**config.mk**
```make
export PLATFORM = sky130hd
export DESIGN_NAME = mem_access_unit
export DESIGN_NICKNAME = d
export VERILOG_FILES = /design/src/rtl/mem_access_unit.sv
export SDC_FILE = /design/constraint.sdc
export NUM_CORES = 1
export LEC_CHECK = 0
export ABC_AREA = 1
export BUFFER_PORTS_ARGS = -buffer_cell sky130_fd_sc_hd__buf_2
export CAP_MARGIN = 20
export CORE_MARGIN = 2
export CORE_UTILIZATION = 46
export CTS_CLUSTER_SIZE = 16
export DETAILED_ROUTE_END_ITERATION = 10
export PLACE_DENSITY = 0.77
export SLEW_MARGIN = 20
export SYNTH_ARGS = -nofsm -noshare
export SYNTH_HDL_FRONTEND = slang
export SYNTH_SLANG_ARGS = --single-unit
```
**constraint.sdc**
```tcl
create_clock -name clk -period 1.7 [get_ports clk]
set_input_delay 0.255 -clock clk [delete_from_list [all_inputs] [get_ports clk]]
set_output_delay 0.255 -clock clk [all_outputs]
set_load 0.01 [all_outputs]
```
**src/rtl/mem_access_unit.sv**
```systemverilog
// MEM-stage data-memory access engine: decodes RV32 loads/stores, drives a req/ack bus,
// aligns store lanes, formats load data, and stalls the pipeline until the access completes.
module mem_access_unit #(
  parameter int unsigned XLEN           = 32,
  parameter int unsigned TIMEOUT_CYCLES = 256
) (
  input  logic            clk,
  input  logic            rst_n,
  input  logic            flush,
  input  logic            valid_in,
  input  logic [XLEN-1:0] instr_in,
  input  logic [XLEN-1:0] addr_in,
  input  logic [XLEN-1:0] store_data,
  output logic            dmem_req,
  output logic            dmem_we,
  output logic [XLEN-1:0] dmem_addr,
  output logic [XLEN-1:0] dmem_wdata,
  output logic [3:0]      dmem_be,
  input  logic [XLEN-1:0] dmem_rdata,
  input  logic            dmem_ack,
  output logic [XLEN-1:0] mem_data_out,
  output logic            stall,
  output logic            misaligned,
  output logic            bus_err
);

  localparam int unsigned CW = (TIMEOUT_CYCLES > 2) ? $clog2(TIMEOUT_CYCLES) : 1;

  typedef enum logic [1:0] {IDLE, BUSY, DONE} state_e;

  state_e          state_q, state_d;
  logic [CW-1:0]   cnt_q, cnt_d;
  logic            req_q, req_d, we_q, we_d;
  logic [XLEN-1:0] addr_q, addr_d, wdata_q, wdata_d, mdo_q, mdo_d;
  logic [3:0]      be_q, be_d;
  logic [2:0]      f3_q, f3_d;
  logic [1:0]      lo_q, lo_d;
  logic            flushed_q, flushed_d;
  logic            mis_q, mis_d, berr_q, berr_d;

  logic [6:0]      opcode;
  logic [2:0]      funct3;
  logic            is_load, is_store, mem_op, mis_addr, accept, reject, timeout, squashed;
  logic [XLEN-1:0] st_wdata;
  logic [3:0]      st_be;
  logic            unused_instr;

  assign unused_instr = ^{instr_in[XLEN-1:15], instr_in[11:7]};

  assign opcode   = instr_in[6:0];
  assign funct3   = instr_in[14:12];
  assign is_load  = (opcode == 7'b0000011) &&
                    (funct3 inside {3'b000, 3'b001, 3'b010, 3'b100, 3'b101});
  assign is_store = (opcode == 7'b0100011) && (funct3 inside {3'b000, 3'b001, 3'b010});
  assign mem_op   = valid_in & (is_load | is_store);
  assign mis_addr = ((funct3[1:0] == 2'b01) & addr_in[0]) |
                    ((funct3[1:0] == 2'b10) & (|addr_in[1:0]));
  assign accept   = (state_q == IDLE) & mem_op & ~flush & ~mis_addr;
  assign reject   = (state_q == IDLE) & mem_op & ~flush & mis_addr;
  assign timeout  = (cnt_q == CW'(TIMEOUT_CYCLES - 1));
  assign squashed = flushed_q | flush;

  // Loads carry no byte enables; the bus returns the whole word and lanes are picked on ack.
  always_comb begin
    st_wdata = store_data;
    st_be    = 4'b0000;
    if (is_store) begin
      case (funct3)
        3'b000: begin
          st_wdata = {(XLEN/8){store_data[7:0]}};
          st_be    = 4'b0001 << addr_in[1:0];
        end
        3'b001: begin
          st_wdata = {(XLEN/16){store_data[15:0]}};
          st_be    = 4'b0011 << {addr_in[1], 1'b0};
        end
        default: st_be = 4'b1111;
      endcase
    end
  end

  function automatic logic [XLEN-1:0] fmt_load(input logic [2:0] f3, input logic [1:0] lo,
                                               input logic [XLEN-1:0] rd);
    logic [XLEN-1:0] b_sh, h_sh;
    b_sh = rd >> {lo, 3'b000};
    h_sh = rd >> {lo[1], 4'b0000};
    case (f3)
      3'b000:  fmt_load = {{(XLEN-8){b_sh[7]}}, b_sh[7:0]};
      3'b001:  fmt_load = {{(XLEN-16){h_sh[15]}}, h_sh[15:0]};
      3'b100:  fmt_load = {{(XLEN-8){1'b0}}, b_sh[7:0]};
      3'b101:  fmt_load = {{(XLEN-16){1'b0}}, h_sh[15:0]};
      default: fmt_load = rd;
    endcase
  endfunction

  always_ff @(posedge clk or negedge rst_n) begin
    if (!rst_n) state_q <= IDLE;
    else        state_q <= state_d;
  end

  always_comb begin
    state_d = state_q;
    case (state_q)
      IDLE:    if (accept) state_d = BUSY;
      BUSY:    if (dmem_ack || timeout) state_d = DONE;
      DONE:    state_d = IDLE;
      default: state_d = IDLE;
    endcase
  end

  always_comb begin
    stall     = 1'b0;
    cnt_d     = cnt_q;
    req_d     = req_q;
    we_d      = we_q;
    addr_d    = addr_q;
    wdata_d   = wdata_q;
    be_d      = be_q;
    mdo_d     = mdo_q;
    f3_d      = f3_q;
    lo_d      = lo_q;
    flushed_d = flushed_q;
    mis_d     = 1'b0;
    berr_d    = 1'b0;
    case (state_q)
      IDLE: begin
        mis_d = reject;
        if (accept) begin
          stall     = 1'b1;
          cnt_d     = '0;
          req_d     = 1'b1;
          we_d      = is_store;
          addr_d    = {addr_in[XLEN-1:2], 2'b00};
          wdata_d   = st_wdata;
          be_d      = st_be;
          f3_d      = funct3;
          lo_d      = addr_in[1:0];
          flushed_d = 1'b0;
        end
      end
      BUSY: begin
        stall     = 1'b1;
        cnt_d     = cnt_q + 1'b1;
        flushed_d = squashed;
        // A flush here cannot withdraw the request; it only discards the outcome.
        if (dmem_ack) begin
          req_d = 1'b0;
          mdo_d = (squashed || we_q) ? '0 : fmt_load(f3_q, lo_q, dmem_rdata);
        end else if (timeout) begin
          req_d  = 1'b0;
          mdo_d  = '0;
          berr_d = ~squashed;
        end
      end
      default: ;
    endcase
  end

  always_ff @(posedge clk or negedge rst_n) begin
    if (!rst_n) begin
      cnt_q     <= '0;
      req_q     <= 1'b0;
      we_q      <= 1'b0;
      addr_q    <= '0;
      wdata_q   <= '0;
      be_q      <= '0;
      mdo_q     <= '0;
      f3_q      <= '0;
      lo_q      <= '0;
      flushed_q <= 1'b0;
      mis_q     <= 1'b0;
      berr_q    <= 1'b0;
    end else begin
      cnt_q     <= cnt_d;
      req_q     <= req_d;
      we_q      <= we_d;
      addr_q    <= addr_d;
      wdata_q   <= wdata_d;
      be_q      <= be_d;
      mdo_q     <= mdo_d;
      f3_q      <= f3_d;
      lo_q      <= lo_d;
      flushed_q <= flushed_d;
      mis_q     <= mis_d;
      berr_q    <= berr_d;
    end
  end

  assign dmem_req     = req_q;
  assign dmem_we      = we_q;
  assign dmem_addr    = addr_q;
  assign dmem_wdata   = wdata_q;
  assign dmem_be      = be_q;
  assign mem_data_out = mdo_q;
  assign misaligned   = mis_q;
  assign bus_err      = berr_q;

endmodule
```
==> impl_metrics.ini, run 1 <==
[grt]
antenna_found_initial = 0
grt_usage = 0.257
top_usage_layer = met2
grt_use_met1 = 0.314
grt_pass1_wl_mm = 28.7
met3_usage = 0.0930
overflow = 0
grt_pass1_vias = 5952
grt_max_degree = 47
gr-usage-met2 = 0.415

[die]
die_area_um2 = 13900
coreArea_um2 = 12700
die_h_um = 118
rows = 41
die_w_um = 118
ioPinCount = 238
start_util = 0.472

[synth]
syn_inst = 810
synth_area_leaders = dfrtp_1 49%, nand2_1 17%, inv_1 5.6%, nand3_1 5.4%, nor2_1 5.3%
synthMuxAreaShare = 0
ys_types = 28
avgSynthCellArea_um2 = 7.39
yosysTopAreaCell = dfrtp_1
synth_seq_cells = 118
netlist.area_leader.share = 0.493
synth_area_um2 = 5990
synth_simple_gate_area_frac = 0.322
synth_adder_area_share = 0.00209
synth_xor_area_frac = 0
ys_seq_area_frac = 0.493
synth-compound-area-share = 0.0840
synth_top_family_by_area = simple AND/OR/NAND/NOR gates
yosysWarnings = 0

[layout]
syn2layout_area_growth_pct = 35.6
post-route-cell-area_um2 = 8120
nNetsFinal = 1174
layout-drive-gt1-share = 0.289
final_cells = 1226

[power]
irDropWorstVdd_mv = 0.627
leakagePower_uw = 0.00490
power_uw = 7420
pwr_density_cell_nw_per_um2 = 914

[cts]
cts_buffer_depth = 2
cts.clk_slew.worst_paths_ps = 60
clock-root-buffer = clkbuf_16
cts.sinks = 118
cts_tree = yes
cts_buffers = 17
clock_latency_ps = 410
htree_num_levels = 4

[routing]
first_pass_iters = 5
vias = 6079
antenna_left = 0
vias_per_cell = 4.96
wirelength_mm = 17.7
drt_iter0_markers = 675
drc = 0
wl_per_cell_um = 14.4

[setup_path]
cp.arrival_ps = 1420
required_ps = 1440
max_stage_delay_ps = 400
slowest_stage = dfrtp_1
worst-path-max-fanout = 2
crit_chain = nor3_4, nand3_4, nand2_4, buf_6
worstSetupPathType = flop to output pin
critPathBufInv = 1
crit_family = simple AND/OR/NAND/NOR gates
critPathLaunchType = flop
worst_setup_path_end_kind = output pin

[status]
outcome = completed

[sta]
period_minus_slack_ps = 1680
finalMaxSlewViolations = 0
finalCritPeriodShare = 0.988
setup_viol = 0
whs_ps = 27.1
rsz0062_at_grt = true
timing.setup.tns_ps = 0
final_hold_viol_count = 0
finClkSkew_ps = 8.41
fmax_mhz = 595

[place]
placed_area_um2 = 7360
gp_congestion = 0.911
dp_hpwl_mm = 12.6
portBuffers = 213
dp_cells = 1184

[hold_path]
hold_class = input port to flop

[flow_run]
maxCapViolations = 0
cell usage in the layout (no fill, tap or decap), types with 8 or more instances in the layout:
master	n
a21oi_1	31
inv_1	89
nand3_1	63
buf_2	211
buf_4	25
nand4_1	20
clkbuf_16	19
nor2_1	83
dfrtp_1	117
buf_12	8
nand2_1	275
o21ai_0	53
final cells by class:
type                    instances  area [µm²]
repair buffers                250        1500
multi-input cells             557        2490
diodes                          1        2.50
fillers                      1137        4550
well taps                     172         215
clock buffers                  18         439
inverters                      96         365
clock inverters                14         153
flip-flops and latches        118        2950
routing by layer:
metal  wire length (µm)  share of wire
met1               7110           0.40
met2               8410           0.48
met3               1610          0.091
met4                525          0.030
met5                  0              0
cell families after synthesis:
logic type / count (synthesis)
adders and majority gates: 1
other: 1
AOI/OAI and AO/OA: 95
buffers and inverters: 136
and+or+nand+nor: 459
DFF: 118
what timing repair did:
action / 4_1_cts / 5_1_grt
endpoints found under the setup margin: 1 / 34
endpoints found under the hold margin: 26 / 0
resized for setup: 3 / 13
hold buffers: 1 / 0
pin swaps: 3 / 6
gates cloned: 0 / 2
setup buffers: 3 / 3
flip-flops by register name, summed over array words and instances (netlist names), 2 cells and up:
name	cells
cnt_q	8
dmem_addr	30
dmem_be	4
dmem_wdata	32
f3_q	3
lo_q	2
mem_data_out	32
state_q	2
power by group:
group | internal, µW | switching (µW) | leakage, µW
Clock | 2210 | 1350 | 0.000284
Sequential | 2910 | 72.6 | 0.00148
Combinational | 357 | 523 | 0.00314
Total | 5480 | 1940 | 0.00490
tightest hold or removal path, cell delays in order:
cell	delay, ps
buf_2	70
nand2_1	40
nand2_1	40
final timing paths:
kind                                  from  slack (ps)               end  depth (start not counted)
worst max-delay path            state_q[0]          20             stall                          4
worst min-delay path            addr_in[8]          30      dmem_addr[8]                          3
worst max register to register  state_q[0]          90    dmem_wdata[22]                          7
worst min register to register    dmem_req         460          dmem_req                          2
max in group asynchronous            rst_n         810          cnt_q[4]                          3
min in group asynchronous            rst_n         330  mem_data_out[30]                          2
metrics by stage:
stage	setup WS [ps]	util
floorplan	206	-
global placement	61.3	0.581
detailed placement	6.57	0.581
CTS	-34.9	0.631
global route	-37.5	0.641
finish	20.4	0.641
synth_stat cells:
cell type and instances:
nand2_1 276, dfrtp_1 118, inv_1 89, nor2_1 84, nand3_1 64, o21ai_0 54, a21oi_1 31, nand4_1 20
buf_2 19, clkbuf_1 11, inv_2 7, buf_4 6, o2111ai_1 6, buf_6 4, nand3_2 4, nor3_1 3
nand2_2 2, o21ai_1 2, conb_1 1, ha_1 1, nand2_4 1, nand3_4 1, nor2_2 1, nor3_4 1
o211ai_1 1, o21bai_1 1, or2_1 1, or2_2 1
Note: power is estimated with default switching activity, not from simulation.
==> run 2: changes to the inputs <==
--- a/config.mk
+++ b/config.mk
@@ -5,14 +5,14 @@
 export SDC_FILE = /design/constraint.sdc
 export NUM_CORES = 1
 export LEC_CHECK = 0
-export ABC_AREA = 1
+export ABC_AREA = 0
 export BUFFER_PORTS_ARGS = -buffer_cell sky130_fd_sc_hd__buf_2
 export CAP_MARGIN = 20
 export CORE_MARGIN = 2
 export CORE_UTILIZATION = 46
 export CTS_CLUSTER_SIZE = 16
 export DETAILED_ROUTE_END_ITERATION = 10
-export PLACE_DENSITY = 0.77
+export PLACE_DENSITY = 0.79
 export SLEW_MARGIN = 20
 export SYNTH_ARGS = -nofsm -noshare
 export SYNTH_HDL_FRONTEND = slang
==> run 2 against run 1 <==
  * The run now ends with setup timing left
  * Routed wire length decreased by 5.5%
  * Cell area increased by 3.9%
  * Highest routed layer is now met5
  * Via count decreased by 18%
  * Clock power increased by 8.5%
  * Cell count decreased by 28%
  * Synthesized area decreased by 7.6%
  * Clock-buffer cell count increased by 4
  * Critical endpoint unchanged
  * Global-route usage increased by 0.59 points
==> impl_metrics.ini, run 2 <==
[status]
outcome = finished with violations
violations = setup timing

[sta]
rsz0062_at_grt = true
finalWorstSetupSlack_ps = -482
fmax_mhz = 458
period_minus_slack_ps = 2180
final_hold_viol_count = 0
finalCritPeriodShare = 1.28
finalMaxSlewViolations = 0
finClkSkew_ps = 8.91
setup_viol = 101
timing.setup.tns_ps = -28260
whs_ps = 66.6

[setup_path]
r2r_start = state_q[0]
worst-path-max-fanout = 2
r2r_cells = 7
worstSetupPathType = flop to output pin
r2r-end = dmem_addr[2]
critPathLaunchType = flop
r2r_slack_ps = -420
required_ps = 1440
cp.arrival_ps = 1930
worst_setup_path_end_kind = output pin

[hold_path]
min_from = addr_in[23]
hold_class = input port to flop
min_path_cells = 2
hold_path_end = dmem_addr[23]

[grt]
overflow = 0
grt_pass1_wl_mm = 26.2
grt_max_degree = 67
antenna_found_initial = 2
grt_pass1_vias = 5173
grt_usage = 0.263

[layout]
antennaDiodeCount = 0
final_common_cell = buf_2
fillers = 802
most-common-layout-cells = 211 x buf_2, 118 x dfrtp_1, 55 x mux2_4, 46 x buf_4, 26 x o2bb2ai_1
post-route-cell-area_um2 = 8440
syn2layout_area_growth_pct = 52.5
layout-drive-gt1-share = 0.564
register_area_um2 = 2950
final_cells = 879
nNetsFinal = 855
multiInputGateArea_um2 = 2710

[place]
dp_cells = 829
portBuffers = 213
placed_area_um2 = 7340
dp_hpwl_mm = 11.6
gp_congestion = 0.834

[synth]
yosysTopAreaCell = dfrtp_1
synthMostInstantiatedCell = dfrtp_1
syn_inst = 448
synth_seq_cells = 118
async_reset_ff_frac = 1.00
synth_enable_flop_cells = 0
ys_types = 56
synth_area_leaders = dfrtp_1 53%, mux2_2 16%, o2bb2ai_1 4.1%, a221o_1 2.9%, mux2i_1 2.5%
synth_common_cells = 118 x dfrtp_1, 80 x mux2_2, 26 x o2bb2ai_1, 22 x nand2_1, 20 x nor2_1
ys.flop_type = dfrtp_1
synth_area_um2 = 5530
yosysWarnings = 0
netlist.area_leader.share = 0.534
avgSynthCellArea_um2 = 12.3
ys_seq_area_frac = 0.534

[routing]
first_pass_iters = 4
vias = 4969
drt_iter0_markers = 518
wirelength_mm = 16.7
antenna_left = 0
vias_per_cell = 5.65
drc = 0
wl_per_cell_um = 19.0

[power]
leakagePower_uw = 0.00441
irDropWorstVdd_mv = 0.618
pwr_density_cell_nw_per_um2 = 909

[die]
die_w_um = 114
start_util = 0.466
rows = 40
coreArea_um2 = 11900
die_h_um = 114
die_area_um2 = 12900
ioPinCount = 238

[cts]
cts.clk_slew.worst_paths_ps = 60
cts_buffer_depth = 2
clock-root-buffer = clkbuf_16
cts.sinks = 118
cts_tree = yes
cts_buffers = 17
htree_num_levels = 4
clock_latency_ps = 420

[flow_run]
maxCapViolations = 0
## run 2: final cells by class
cell class | count | area share
Inverter | 5 | 0.00222
Clock buffer | 22 | 0.0574
Sequential cell | 118 | 0.350
Clock inverter | 8 | 0.0174
Timing Repair Buffer | 284 | 0.230
Multi-Input combinational cell | 295 | 0.321
Tap cell | 147 | 0.0218
## run 2: worst max-delay path by stage
stage                     startpoint          endpoint  slack [ps]  cells after the start
after detailed placement  state_q[0]     dmem_wdata[8]        -360                      5
after CTS                 state_q[0]             stall        -450                      6
after global routing      state_q[0]             stall        -550                      6
after floorplan              lo_q[1]  mem_data_out[22]        -240                      7
final                     state_q[0]             stall        -480                      6
after global placement    state_q[0]     dmem_wdata[8]        -280                      5
## run 2: cells by family (layout without fill, tap and decap cells)
kind of cell,count (synthesis),in the layout,share of synthesized area
buffers and inverters,37,319,0.0339
AOI/OAI and AO/OA,105,105,0.147
adders and majority gates,1,1,0.00226
DFF,118,118,0.534
and+or+nand+nor,90,91,0.0878
muxes,96,96,0.194
other,1,2,0.000678
## run 2: power by group
group          leakage (µW)  internal (µW)  switching (µW)
Clock              0.000308           2590            1260
Combinational       0.00249            408             395
Sequential          0.00162           2930            92.5
## run 2: routing by layer
layer,vias up,track usage,share of wire
met5,-,0,0.0014
met4,4,0.104,0.024
met3,43,0.0818,0.082
met2,253,0.443,0.49
met1,2437,0.317,0.40
li1,2232,-,-
## run 2: what timing repair did
item | CTS | global route
setup buffers | 8 | 8
gates resized for setup | 28 | 14
endpoints found under the hold margin | 118 | 0
gates cloned | 6 | 0
endpoints found under the setup margin | 103 | 112
pin swaps | 3 | 4
hold buffers | 1 | 0
## run 2: worst max-delay path: stages (launching register included)
cell,delay (ps)
dfrtp_1,410
nor4b_4,320
nand3_2,140
or3_4,370
buf_8,130
nand2_4,50
buf_6,90
## run 2: through the flow
| step | setup WS [ps] | power (µW) | util |
|---|---|---|---|
| 2_1_floorplan | -236 | 3390 | - |
| 3_3_place_gp | -282 | 3800 | 0.619 |
| 3_5_place_dp | -358 | 3830 | 0.619 |
| 4_1_cts | -454 | 7690 | 0.701 |
| 5_1_grt | -547 | 7930 | 0.711 |
| 6_report | -482 | 7670 | 0.711 |
==> run 3: changes to the inputs <==
--- a/config.mk
+++ b/config.mk
@@ -12,7 +12,7 @@
 export CORE_UTILIZATION = 46
 export CTS_CLUSTER_SIZE = 16
 export DETAILED_ROUTE_END_ITERATION = 10
-export PLACE_DENSITY = 0.79
+export PLACE_DENSITY = 0.86
 export SLEW_MARGIN = 20
 export SYNTH_ARGS = -nofsm -noshare
 export SYNTH_HDL_FRONTEND = slang
==> run 3 against run 2 <==
  * The flow still finishes with violations (setup timing)
  * Via count grew 0.54%
  * Sequential power barely moved
  * Cell count rose by 0.46%
  * Critical path depth did not move
  * Die area is the same
  * Maximum frequency increased by 0.56%
  * Global-route usage up 0.26 points
  * Non-clock buffer count grew 2
  * Highest routed layer unchanged
==> impl_metrics.ini, run 3 (same netlist as run 2, synthesis figures left out) <==
[die]
rows = 40
ioPinCount = 238
die_w_um = 114
coreArea_um2 = 11900
start_util = 0.466
die_h_um = 114
die_area_um2 = 12900

[sta]
finalWorstSetupSlack_ps = -470
finalCritPeriodShare = 1.28
setup_viol = 99
finClkSkew_ps = 14.1
worst_pin_slew_ps = 644
fmax_mhz = 461
rsz0062_at_grt = true
period_minus_slack_ps = 2170
slew_headroom = 0.571
finalMaxSlewViolations = 0
final_hold_viol_count = 0
timing.setup.tns_ps = -23440

[power]
switching_share = 0.246
pwr_density_cell_nw_per_um2 = 867
p_sw_uw = 1810
p_int_uw = 5540
power.share.clock = 0.473
leakagePower_uw = 0.00441
p_comb_frac = 0.115
seqPwrFrac = 0.411
irDropWorstVdd_mv = 0.542

[grt]
grt_pass1_wl_mm = 26.5
grt_pass1_vias = 5261
overflow = 0
grt_max_degree = 119
antenna_found_initial = 2
grt_usage = 0.266

[cts]
cts_tree = yes
cts.sinks = 118
clock_latency_ps = 420
htree_num_levels = 4
cts_buffers = 17
clock-root-buffer = clkbuf_16
cts_buffer_depth = 2
cts.clk_slew.worst_paths_ps = 50

[routing]
wl_per_cell_um = 19.4
drt_iter0_markers = 336
vias = 4996
drc = 0
wirelength_mm = 17.1
first_pass_iters = 5
vias_per_cell = 5.66
antenna_left = 0

[setup_path]
cp.arrival_ps = 1920
r2r_slack_ps = -400
crit_top_cell = buf_6
required_ps = 1440
r2r-end = dmem_wdata[6]
max_stage_delay_ps = 400
worst_setup_path_end_kind = output pin
r2r_start = state_q[0]
slowest_stage = dfrtp_1
worst-path-max-fanout = 2
critPathBufInv = 2
crit_chain = nor4b_4, nand3_2, or3_4, buf_6, nand2_4, buf_6
critPathLaunchType = flop
cp_num_cells = 6
worstSetupPathType = flop to output pin
crit_family = simple AND/OR/NAND/NOR gates
r2r_cells = 8

[layout]
syn2layout_area_growth_pct = 53.1
final_util = 0.714
most-common-layout-cells = 211 x buf_2, 118 x dfrtp_1, 59 x mux2_4, 45 x buf_4, 26 x o2bb2ai_1
fillers = 780
antennaDiodeCount = 0
layout-drive-gt1-share = 0.590
final_common_cell = buf_2
nNetsFinal = 857

[hold_path]
min_from = addr_in[20]
min_path_cells = 2
hold_class = input port to flop
hold_path_end = dmem_addr[20]

[place]
gp_congestion = 0.917
dp_hpwl_mm = 11.4
portBuffers = 213

[status]
violations = setup timing
outcome = finished with violations

[flow_run]
maxCapViolations = 0
run 3: cell count changes in the layout (fill, tap and decap cells not counted), moves of 3 or more:
cell        delta
mux2_4         +4
bufbuf_16      -3
o21ai_0        -7
clkinv_2       +3
buf_6          +3
clkinvlp_4     +3
mux2_2         -3
o21ai_2        +7
clkbuf_8       -3
a2111oi_1      -3
a2111oi_2      +3
run 3: layer usage:
layer	track usage	up-vias	share of wire
met2	0.460	245	0.52
li1	-	2245	-
met4	0.123	4	0.026
met5	0	-	0.0012
met1	0.312	2461	0.39
met3	0.0670	41	0.066
run 3: repair_timing:
| item | in CTS | in global routing |
|---|---|---|
| resized for setup | 27 | 49 |
| endpoints found under the hold margin | 118 | 0 |
| setup buffers | 11 | 7 |
| hold buffers | 1 | 0 |
| cloned | 6 | 2 |
| pin swaps | 3 | 10 |
| setup endpoints to repair | 104 | 108 |
run 3: power by group through the flow:
| stage | clock network (µW) | logic (µW) | registers (µW) |
|---|---|---|---|
| detailed placement | 0 | 767 | 3060 |
| CTS | 3520 | 793 | 3020 |
| global placement | 0 | 733 | 3050 |
| floorplan | 0 | 304 | 3090 |
| global route | 3660 | 923 | 3030 |
| finish | 3470 | 848 | 3020 |
run 3: worst max-delay path by stage:
stage / start / endpoint / slack, ps
floorplan: lo_q[1] / mem_data_out[22] / -240
global placement: state_q[0] / dmem_addr[26] / -280
detailed placement: state_q[0] / dmem_addr[19] / -320
CTS: state_q[0] / stall / -470
global route: state_q[1] / stall / -550
finish: state_q[0] / stall / -470
run 3: layout make-up:
class                   count  area (µm²)  area share
multi-input cells         295        2790       0.330
well taps                 147         184      0.0217
clock buffers              19         443      0.0523
inverters                   5        18.8     0.00222
repair buffers            286        1950       0.230
clock inverters            13         133      0.0157
flip-flops and latches    118        2950       0.349
run 3: metrics by stage:
step	setup slack (ps)	instance area (µm²)	cells	hold slack [ps]	total power (µW)
floorplan	-236	5820	449	-40.6	3390
global placement	-276	7340	831	386	3780
detailed placement	-323	7340	831	401	3830
CTS	-471	8310	880	49.1	7330
global route	-550	8470	883	58.0	7610
finish	-470	8470	883	68.3	7340
